==> config.mk <==
export PLATFORM = sky130hd
export DESIGN_NAME = seq_alu_flat
export DESIGN_NICKNAME = d
export VERILOG_FILES = /design/src/rtl/alu_pkg.sv /design/src/rtl/seq_alu_if.sv /design/src/rtl/seq_muldiv.sv /design/src/rtl/seq_alu.sv /design/src/flat_wrapper.sv
export SDC_FILE = /design/constraint.sdc
export NUM_CORES = 1
export LEC_CHECK = 0
export ABC_AREA = 0
export CAP_MARGIN = 30
export CORE_ASPECT_RATIO = 0.5
export CORE_UTILIZATION = 38
export CTS_BUF_LIST = sky130_fd_sc_hd__clkbuf_4
export DETAILED_ROUTE_END_ITERATION = 8
export PLACE_DENSITY = 0.57
export SLEW_MARGIN = 30
export SYNTH_ARGS = -nofsm -noshare
export SYNTH_HDL_FRONTEND = slang
export SYNTH_SLANG_ARGS = --single-unit
==> constraint.sdc <==
create_clock -name clk -period 5.91 [get_ports clk]
set_clock_uncertainty 0.05 [all_clocks]
set_input_delay 1.182 -clock clk [delete_from_list [all_inputs] [get_ports clk]]
set_output_delay 1.182 -clock clk [all_outputs]
set_load 0.05 [all_outputs]
==> src/rtl/alu_pkg.sv <==
// alu_pkg: opcode map, flag bit positions and FSM state encoding shared by the seq_alu slice
package alu_pkg;
    localparam logic [3:0] OP_PASS = 4'b0000;
    localparam logic [3:0] OP_ADD  = 4'b0001;
    localparam logic [3:0] OP_SUB  = 4'b0010;
    localparam logic [3:0] OP_MUL  = 4'b0011;
    localparam logic [3:0] OP_DIV  = 4'b0100;
    localparam logic [3:0] OP_INC  = 4'b0101;
    localparam logic [3:0] OP_DEC  = 4'b0110;
    localparam logic [3:0] OP_AND  = 4'b0111;
    localparam logic [3:0] OP_OR   = 4'b1000;
    localparam logic [3:0] OP_NOT  = 4'b1001;
    localparam logic [3:0] OP_XOR  = 4'b1010;
    localparam logic [3:0] OP_ILL  = 4'b1111;
    localparam int FLG_V = 0;
    localparam int FLG_C = 1;
    localparam int FLG_Z = 2;
    localparam int FLG_N = 3;
    typedef enum logic [1:0] {IDLE, BUSY, DONE} state_t;
endpackage

==> src/rtl/seq_alu_if.sv <==
// seq_alu_if: request/response handshake bundle between decoder, seq_alu and writeback
interface seq_alu_if #(parameter int WIDTH = 8) ();
    logic             in_valid, in_ready, out_valid, out_ready, err_illegal;
    logic [3:0]       opcode, flags;
    logic [WIDTH-1:0] operand_a, operand_b, result, result_hi;
    modport master (
        output in_valid, opcode, operand_a, operand_b, out_ready,
        input  in_ready, out_valid, result, result_hi, flags, err_illegal
    );
    modport slave (
        input  in_valid, opcode, operand_a, operand_b, out_ready,
        output in_ready, out_valid, result, result_hi, flags, err_illegal
    );
endinterface

==> src/rtl/seq_muldiv.sv <==
// seq_muldiv: iterative unsigned shift-add multiplier / restoring divider, one bit per cycle
module seq_muldiv #(parameter int WIDTH = 8) (
    input  logic             clk,
    input  logic             rst,
    input  logic             start,
    input  logic             is_div,
    input  logic [WIDTH-1:0] a,
    input  logic [WIDTH-1:0] b,
    output logic             busy,
    output logic             done,
    output logic [WIDTH-1:0] lo,
    output logic [WIDTH-1:0] hi
);
    localparam int CNT_W = $clog2(WIDTH) + 1;
    logic [CNT_W-1:0] cnt_q, cnt_d;
    logic [WIDTH-1:0] hi_q, hi_d, lo_q, lo_d, b_q, b_d, s_hi, s_lo, s_b;
    logic             div_q, div_d, done_q, done_d, s_div, ge;
    logic [WIDTH:0]   sum, sh;
    // the start edge already performs the first iteration on the fresh operands
    always_comb begin
        s_hi = start ? '0 : hi_q;
        s_lo = start ? a : lo_q;
        s_b = start ? b : b_q;
        s_div = start ? is_div : div_q;
        sum = s_lo[0] ? {1'b0, s_hi} + {1'b0, s_b} : {1'b0, s_hi};
        sh = {s_hi, s_lo[WIDTH-1]};
        ge = sh >= {1'b0, s_b};
        cnt_d = cnt_q;
        hi_d = hi_q;
        lo_d = lo_q;
        b_d = s_b;
        div_d = s_div;
        done_d = cnt_q == CNT_W'(1);
        if (start || cnt_q != '0) begin
            cnt_d = start ? CNT_W'(WIDTH - 1) : cnt_q - CNT_W'(1);
            hi_d = s_div ? (ge ? sh[WIDTH-1:0] - s_b : sh[WIDTH-1:0]) : sum[WIDTH:1];
            lo_d = s_div ? {s_lo[WIDTH-2:0], ge} : {sum[0], s_lo[WIDTH-1:1]};
        end
    end
    always_ff @(posedge clk or posedge rst)
        if (rst) begin
            cnt_q <= '0;
            hi_q <= '0;
            lo_q <= '0;
            b_q <= '0;
            div_q <= 1'b0;
            done_q <= 1'b0;
        end else begin
            cnt_q <= cnt_d;
            hi_q <= hi_d;
            lo_q <= lo_d;
            b_q <= b_d;
            div_q <= div_d;
            done_q <= done_d;
        end
    assign busy = cnt_q != '0 || done_q;
    assign done = done_q;
    assign lo = lo_q;
    assign hi = hi_q;
endmodule

==> src/rtl/seq_alu.sv <==
// seq_alu: handshaked ALU; single-cycle ops finish on accept, mul/div run through seq_muldiv
module seq_alu
    import alu_pkg::*;
#(parameter int WIDTH = 8) (
    input logic      clk,
    input logic      rst,
    seq_alu_if.slave bus
);
    localparam int M = WIDTH - 1;
    state_t           state_q, state_d;
    logic [WIDTH-1:0] result_q, result_d, result_hi_q, result_hi_d;
    logic [3:0]       flags_q, flags_d;
    logic             err_q, err_d, div_q, div_d, bz_q, bz_d;
    logic             accept, is_md, md_busy, md_done, c, v;
    logic [WIDTH-1:0] md_lo, md_hi, y, r;
    logic [WIDTH:0]   add_x, sub_x;
    assign is_md = bus.opcode == OP_MUL || bus.opcode == OP_DIV;
    assign accept = bus.in_valid && state_q == IDLE && !md_busy;
    seq_muldiv #(.WIDTH(WIDTH)) u_md (
        .clk(clk), .rst(rst), .start(accept && is_md), .is_div(bus.opcode == OP_DIV),
        .a(bus.operand_a), .b(bus.operand_b), .busy(md_busy), .done(md_done),
        .lo(md_lo), .hi(md_hi)
    );
    always_ff @(posedge clk or posedge rst)
        if (rst) begin
            state_q <= IDLE;
            result_q <= '0;
            result_hi_q <= '0;
            flags_q <= '0;
            err_q <= 1'b0;
            div_q <= 1'b0;
            bz_q <= 1'b0;
        end else begin
            state_q <= state_d;
            result_q <= result_d;
            result_hi_q <= result_hi_d;
            flags_q <= flags_d;
            err_q <= err_d;
            div_q <= div_d;
            bz_q <= bz_d;
        end
    always_comb begin
        state_d = state_q;
        case (state_q)
            IDLE: state_d = accept ? (is_md ? BUSY : DONE) : IDLE;
            BUSY: state_d = md_done ? DONE : BUSY;
            default: state_d = bus.out_ready ? IDLE : DONE;
        endcase
    end
    // inc/dec reuse the add/sub paths with a constant one as second operand
    always_comb begin
        y = (bus.opcode == OP_INC || bus.opcode == OP_DEC) ? WIDTH'(1) : bus.operand_b;
        add_x = {1'b0, bus.operand_a} + {1'b0, y};
        sub_x = {1'b0, bus.operand_a} - {1'b0, y};
        r = bus.operand_a;
        c = 1'b0;
        v = 1'b0;
        case (bus.opcode)
            OP_ADD, OP_INC: begin
                r = add_x[M:0];
                c = add_x[WIDTH];
                v = bus.operand_a[M] == y[M] && r[M] != bus.operand_a[M];
            end
            OP_SUB, OP_DEC: begin
                r = sub_x[M:0];
                c = sub_x[WIDTH];
                v = bus.operand_a[M] != y[M] && r[M] != bus.operand_a[M];
            end
            OP_AND: r = bus.operand_a & bus.operand_b;
            OP_OR: r = bus.operand_a | bus.operand_b;
            OP_NOT: r = ~bus.operand_a;
            OP_XOR: r = bus.operand_a ^ bus.operand_b;
            OP_ILL: r = '0;
            default: ;
        endcase
        result_d = result_q;
        result_hi_d = result_hi_q;
        flags_d = flags_q;
        err_d = err_q;
        div_d = accept ? bus.opcode == OP_DIV : div_q;
        bz_d = accept ? bus.operand_b == '0 : bz_q;
        if (accept && !is_md) begin
            result_d = r;
            result_hi_d = '0;
            err_d = bus.opcode == OP_ILL;
            flags_d[FLG_N] = r[M];
            flags_d[FLG_Z] = r == '0;
            flags_d[FLG_C] = c;
            flags_d[FLG_V] = v;
        end else if (state_q == BUSY && md_done) begin
            result_d = md_lo;
            result_hi_d = md_hi;
            err_d = 1'b0;
            flags_d[FLG_N] = md_lo[M];
            flags_d[FLG_Z] = div_q ? md_lo == '0 : {md_hi, md_lo} == '0;
            flags_d[FLG_C] = !div_q && md_hi != '0;
            flags_d[FLG_V] = div_q && bz_q;
        end
    end
    always_comb begin
        bus.in_ready = state_q == IDLE && !md_busy;
        bus.out_valid = state_q == DONE;
        bus.result = result_q;
        bus.result_hi = result_hi_q;
        bus.flags = flags_q;
        bus.err_illegal = err_q;
    end
endmodule

==> src/flat_wrapper.sv <==
// flat-port wrapper written by rule: the top's interface ports become plain ports
module seq_alu_flat import alu_pkg::*;
#(parameter int WIDTH = 8)
  (clk, rst, bus_in_valid, bus_opcode, bus_operand_a, bus_operand_b, bus_out_ready, bus_in_ready, bus_out_valid, bus_result, bus_result_hi, bus_flags, bus_err_illegal);
  seq_alu_if #(.WIDTH(WIDTH)) bus_i ();
  input logic clk;
  input logic rst;
  input wire logic [$bits(bus_i.in_valid)-1:0] bus_in_valid;
  input wire logic [$bits(bus_i.opcode)-1:0] bus_opcode;
  input wire logic [$bits(bus_i.operand_a)-1:0] bus_operand_a;
  input wire logic [$bits(bus_i.operand_b)-1:0] bus_operand_b;
  input wire logic [$bits(bus_i.out_ready)-1:0] bus_out_ready;
  output wire logic [$bits(bus_i.in_ready)-1:0] bus_in_ready;
  output wire logic [$bits(bus_i.out_valid)-1:0] bus_out_valid;
  output wire logic [$bits(bus_i.result)-1:0] bus_result;
  output wire logic [$bits(bus_i.result_hi)-1:0] bus_result_hi;
  output wire logic [$bits(bus_i.flags)-1:0] bus_flags;
  output wire logic [$bits(bus_i.err_illegal)-1:0] bus_err_illegal;
  assign bus_i.in_valid = bus_in_valid;
  assign bus_i.opcode = bus_opcode;
  assign bus_i.operand_a = bus_operand_a;
  assign bus_i.operand_b = bus_operand_b;
  assign bus_i.out_ready = bus_out_ready;
  assign bus_in_ready = bus_i.in_ready;
  assign bus_out_valid = bus_i.out_valid;
  assign bus_result = bus_i.result;
  assign bus_result_hi = bus_i.result_hi;
  assign bus_flags = bus_i.flags;
  assign bus_err_illegal = bus_i.err_illegal;
  seq_alu #(.WIDTH(WIDTH)) u_core (.clk(clk), .rst(rst), .bus(bus_i));
endmodule
# After elaboration in Yosys (flattened, before gate mapping)
# Cells that the tools add are included.
# op_classes
addsub	5
reduce_logical	27
n_bitwise	4
mux	27
eq_ne	18
magnitude_cmp	1
# op_table
op	count
$mux 8	11
$pmux 8 s7	1
$logic_not 8->1	3
$add 8x8->9	2
$eq 4x3->1 const B	4
$eq 4x4->1 const B	4
$logic_not 16->1	1
$mux 4	3
$logic_and 1x1->1	10
$ge 9x8->1	1
$mux 9	1
$sub 8x8->9	1
$and 8x8->8	1
$eq 4x1->1 const B	2
$eq 4x2->1 const B	2
$mux 2	4
$not 8->8	1
$or 8x8->8	1
$reduce_bool 8->1	1
$sub 8x8->8	1
$xor 8x8->8	1
$logic_or 1x1->1	4
$mux 1	4
$pmux 1 s2	2
other kinds (11)	16
# totals
regBits	55
wordCells	95
inputBits	24
out_inout_bits	23

# Depth between registers and ports, before layout
# logic_depth
depth_word	9
depth_mapped	19
ltp_nobuf	16

# By module
# A second synthesis with hierarchy kept.
# hier_totals
hier_cells	623
area_unflattened_um2	5107.4
# modules_own_cells
module	seq_area_each_um2	n_inst	area_per_inst_um2	cells_each
seq_alu	600.6	1	2795.2	365
seq_muldiv	750.7	1	2312.2	258

# Least setup slack after synthesis
# No wires, ideal clock.
# synth_path
path_type	input-to-reg
startpoint	in bus_opcode[0]
endpoint	reg u_core.u_md.hi_q[5], in the netlist u_core.u_md.hi[5]
path_buffers	5
required_ps	5728
setup_slack_ps	1446
setup_time_ps	132
arrival_ps	4282
cell_stages	15
cell_sequence	buf_4 -> and4bb_1 -> o211ai_1 -> buf_2 -> buf_2 -> clkbuf_1 -> and2_1 -> ha_1 -> nor2b_1 -> o31a_1 -> o41ai_2 -> nand3_1 -> clkbuf_1 -> a211oi_1 -> o31ai_1
# synth_between
elab_chain_cells	7
word_cells_on_any_way	15
classes_between	2 x add/sub; 1 x order compare; 2 x eq/ne; 7 x mux; 3 x reduce/logical
# synth_lines
element	line	source
from (decl)	flat_wrapper.sv:9	input wire logic [$bits(bus_i.opcode)-1:0] bus_opcode;
$eq 4x2->1 or $eq 4x3->1 (tied branches)	seq_alu.sv:17, seq_alu.sv:20	
$logic_or 1x1->1	seq_alu.sv:17	assign is_md = bus.opcode == OP_MUL || bus.opcode == OP_DIV;
$logic_and 1x1->1	seq_alu.sv:20	.clk(clk), .rst(rst), .start(accept && is_md), .is_div(bus.opcode == OP_DIV),
$mux 8 (on tied branches)	seq_muldiv.sv:21, seq_muldiv.sv:22, seq_muldiv.sv:23	
$add 8x8->9, or another cell as far along	seq_muldiv.sv:25	sum = s_lo[0] ? {1'b0, s_hi} + {1'b0, s_b} : {1'b0, s_hi};
$mux 9 or $mux 8 (tied branches)	seq_muldiv.sv:25, seq_muldiv.sv:36	
$mux 8	seq_muldiv.sv:36	hi_d = s_div ? (ge ? sh[WIDTH-1:0] - s_b : sh[WIDTH-1:0]) : sum[WIDTH:1];
to (signal assigned)	seq_muldiv.sv:50	hi_q <= hi_d;
to (decl)	seq_muldiv.sv:16	logic [WIDTH-1:0] hi_q, hi_d, lo_q, lo_d, b_q, b_d, s_hi, s_lo, s_b;
# Several ways; a longest one is shown, not always the timed one.
# A chain may end at the register's enable or synchronous reset.

# Worst setup path after layout
# layout_path
startpoint	in bus_opcode[1]
endpoint	reg u_core.flags_q[2], in the netlist u_core.bus.flags[2]
# layout_between
elab_chain_cells	7
word_cells_on_any_way	24
classes_between	2 x add/sub; 11 x eq/ne; 3 x mux; 8 x reduce/logical
# layout_lines
element	line	source
$eq 4x3->1	seq_alu.sv:52, seq_alu.sv:58	
$logic_or 1x1->1	seq_alu.sv:52	y = (bus.opcode == OP_INC || bus.opcode == OP_DEC) ? WIDTH'(1) : bus.operand_b;
$mux 8	seq_alu.sv:52	
$sub 8x8->9 or $add 8x8->9 (tied branches)	seq_alu.sv:54, seq_alu.sv:53	
$pmux 8 s7	seq_alu.sv:58	case (bus.opcode)
$logic_not 8->1	seq_alu.sv:87	flags_d[FLG_Z] = r == '0;
$mux 4	seq_alu.sv:82	if (accept && !is_md) begin
to (signal assigned)	seq_alu.sv:37	flags_q <= flags_d;
to (decl)	seq_alu.sv:12	logic [3:0] flags_q, flags_d;
# Several ways; a longest one is shown, not always the timed one.

==> results.json <==
{
  "final.period_utilization": 0.7898,
  "critPathMaxStageDelay_ps": 560,
  "peakVddDrop_v": 0.0002084,
  "hold_slack_ps": 480.4,
  "cp-start-kind": "input pin",
  "syn_area_um2": 4971,
  "cp_cell_sequence": "clkdlybuf4s50_1 > buf_4 > nand2b_1 > nor2_1 > o21ai_1 > nand2_1 > ha_1 > fa_1 > nand2b_1 > a21oi_1 > nor2_1 > a41oi_1 > o2111ai_1 > nor4_2 > a31o_1",
  "syn2layout_area_growth_pct": 13.62,
  "min-delay-path-class": "register to register",
  "rows": 29,
  "rsz0062_at_grt": "no",
  "critPathTopFamily": "compound AO/OA/AOI/OAI gates",
  "numCtsBuffers": 5,
  "ys_ff_latch": 54,
  "synthArstFlopShare": 1.000,
  "status": "completed",
  "vias": 4650,
  "cts_setup_buffers": 0,
  "yosys_most_used_dff": "dfrtp_1",
  "layout_common_cells": "nand2_1 (102), a21oi_1 (54), dfrtp_1 (54)",
  "antenna_left": 0,
  "first_pass_iters": 6,
  "yosysUniqueCellTypes": 69,
  "synth_warnings": 0,
  "critical_path_class": "input pin to register",
  "antenna_cells": 0,
  "synth_fp_nets": 709,
  "insertion_delay_ps": 420,
  "fin_nets": 744,
  "initial_core_util": 0.3914,
  "p_per_area_nw_per_um2": 452.6,
  "final_common_cell": "nand2_1",
  "root_buffer": "clkbuf_4",
  "crit_path_end_kind": "register",
  "io_buffers": 46,
  "synth_largest_area_cell": "dfrtp_1",
  "synth_area_leaders": "dfrtp_1 (27%), ha_1 (13%), nand2_1 (7.7%), a21oi_1 (5.4%), o21ai_0 (4.0%)",
  "grt_pass1_wl_um": 23510,
  "remaining_drc_errors": 0,
  "grt_max_degree": 55,
  "post_cts_resized": 0,
  "antenna_found_initial": 0,
  "cap_violations": 0,
  "cts.sinks": 54,
  "grt.total_usage": 0.2182,
  "placed_area_um2": 5584,
  "yosysSeqAreaShare": 0.2718,
  "coreArea_um2": 12700,
  "slew_viol_final": 0,
  "htreeDepth": 2,
  "clk_pin_slew_ps": 170,
  "crit_fanout": 28,
  "gr-total-overflow": 0,
  "routed_via_density": 5.569,
  "drive_gt1_frac": 0.06015,
  "hold_viol": 0,
  "slew-limit-headroom": 0.5149,
  "synthCells": 629,
  "grt_pass1_vias": 4487,
  "wirelength_um": 14360,
  "hold_buffers": 0,
  "fin_area_um2": 5648,
  "synth_edf_count": 0,
  "pin_count": 47,
  "cts_tree": "done",
  "first_iter_violations": 394,
  "cp_slowest_cell": "clkdlybuf4s50_1",
  "critPathArrivalTime_ps": 4960,
  "worst_slew_pin_slew_ps": 723.6,
  "setup_viol": 0,
  "dieArea_um2": 13570,
  "syn_avg_cell_area_um2": 7.903,
  "dp_hpwl_um": 11340,
  "synth_top_area_frac": 0.2718,
  "place.gp.congestion": 0.9074,
  "final.fill_count": 1304,
  "period_needed_ps": 4668,
  "cp_num_buf_inv": 2,
  "wl_per_cell_um": 17.20,
  "leakage_nw": 2.600,
  "required_ps": 6200,
  "fmax_mhz": 214.2,
  "die_x_um": 163.8,
  "cts_buffer_depth": 2,
  "die_h_um": 82.88,
  "finalSetupTns_ps": 0
}
==> final timing paths <==
path | from | endpoint | slack, ps | cells after the start
setup / recovery | bus_opcode[1] | u_core.bus.flags[2] | 1240 | 15
hold / removal | u_core.bus.err_illegal | u_core.bus.err_illegal | 480 | 2
setup reg to reg | u_core.u_md.cnt_q[0] | u_core.u_md.hi[5] | 1980 | 15
hold reg to reg | u_core.bus.err_illegal | u_core.bus.err_illegal | 480 | 2
max in group asynchronous | rst | u_core.bz_q | 4100 | 3
min in group asynchronous | rst | u_core.u_md.hi[7] | 1200 | 3
==> sequential cells by signal, summed over array words and instances, names as in the netlist <==
name                    count
u_core.bus.result_hi        8
u_core.u_md.b_q             8
u_core.u_md.hi              8
u_core.u_md.lo              8
u_core.bus.result           7
u_core.bus.flags            4
u_core.u_md.cnt_q           4
u_core.state_q              2
u_core.bus.err_illegal      1
u_core.bz_q                 1
u_core.div_q                1
u_core.u_md.div_q           1
u_core.u_md.done            1
==> stage by stage <==
step / util / setup slack [ps] / total power, mW / std cells
floorplan: - / 1446 / 1.885 / 629
global placement: 0.4397 / 898.2 / 2.362 / 827
detailed placement: 0.4397 / 862.4 / 2.359 / 827
CTS: 0.4447 / 1281 / 2.551 / 835
global route: 0.4447 / 988.1 / 2.766 / 835
finish: 0.4447 / 1242 / 2.556 / 835
==> worst min-delay path: stages (launching register included) <==
cell and delay, ps:
dfrtp_1 400, nand2_1 60, o31ai_1 50
==> cells in the mapped netlist (7+ instances only) <==
cell type,count
nand2_1,102
a21oi_1,54
dfrtp_1,54
ha_1,52
inv_1,50
nor2_1,46
o21ai_0,40
and2_1,12
o21a_1,12
buf_2,11
clkbuf_1,11
nor2b_1,10
xnor2_1,10
a221oi_1,9
a22oi_1,9
nand2b_1,9
nor4_1,9
nand3_1,8
nor3_1,8
a211oi_1,7
xor2_1,7
==> layer usage <==
layer	vias to the layer above	part of all wire	wire, um	track usage
met5	-	0	0	0
met4	0	0.0071	102	0.03030
met3	12	0.059	853	0.02747
met2	140	0.43	6238	0.3340
met1	2204	0.50	7169	0.3319
li1	2294	-	-	-
==> where the power goes <==
part	internal, mW	total, mW	switching [mW]
sequential	0.527	0.694	0.167
combinational	0.655	1.67	1.02
clock	0.0506	0.190	0.139
total	1.23	2.56	1.32
==> cell families (layout without fill, tap and decap cells) <==
family / after synthesis / count (layout) / share of synthesized area
AOI/OAI and AO/OA: 186 / 186 / 0.2462
xor gates and xnor gates: 17 / 17 / 0.02995
adders and majority gates: 56 / 56 / 0.1470
buffers and inverters: 79 / 115 / 0.06569
DFF: 54 / 54 / 0.2718
muxes: 4 / 4 / 0.008558
and+or+nand+nor: 233 / 233 / 0.2308
==> layout make-up <==
cell class / count / area, um^2 / share of cell area
inverters: 51 / 191.4 / 0.03389
flip-flops and latches: 54 / 1351 / 0.2393
clock inverters: 3 / 26.28 / 0.004652
clock buffers: 5 / 37.54 / 0.006646
repair buffers: 56 / 535.5 / 0.09482
well taps: 170 / 212.7 / 0.03766
multi-input cells: 496 / 3293 / 0.5831
Power figures use the tool's default switching activity.
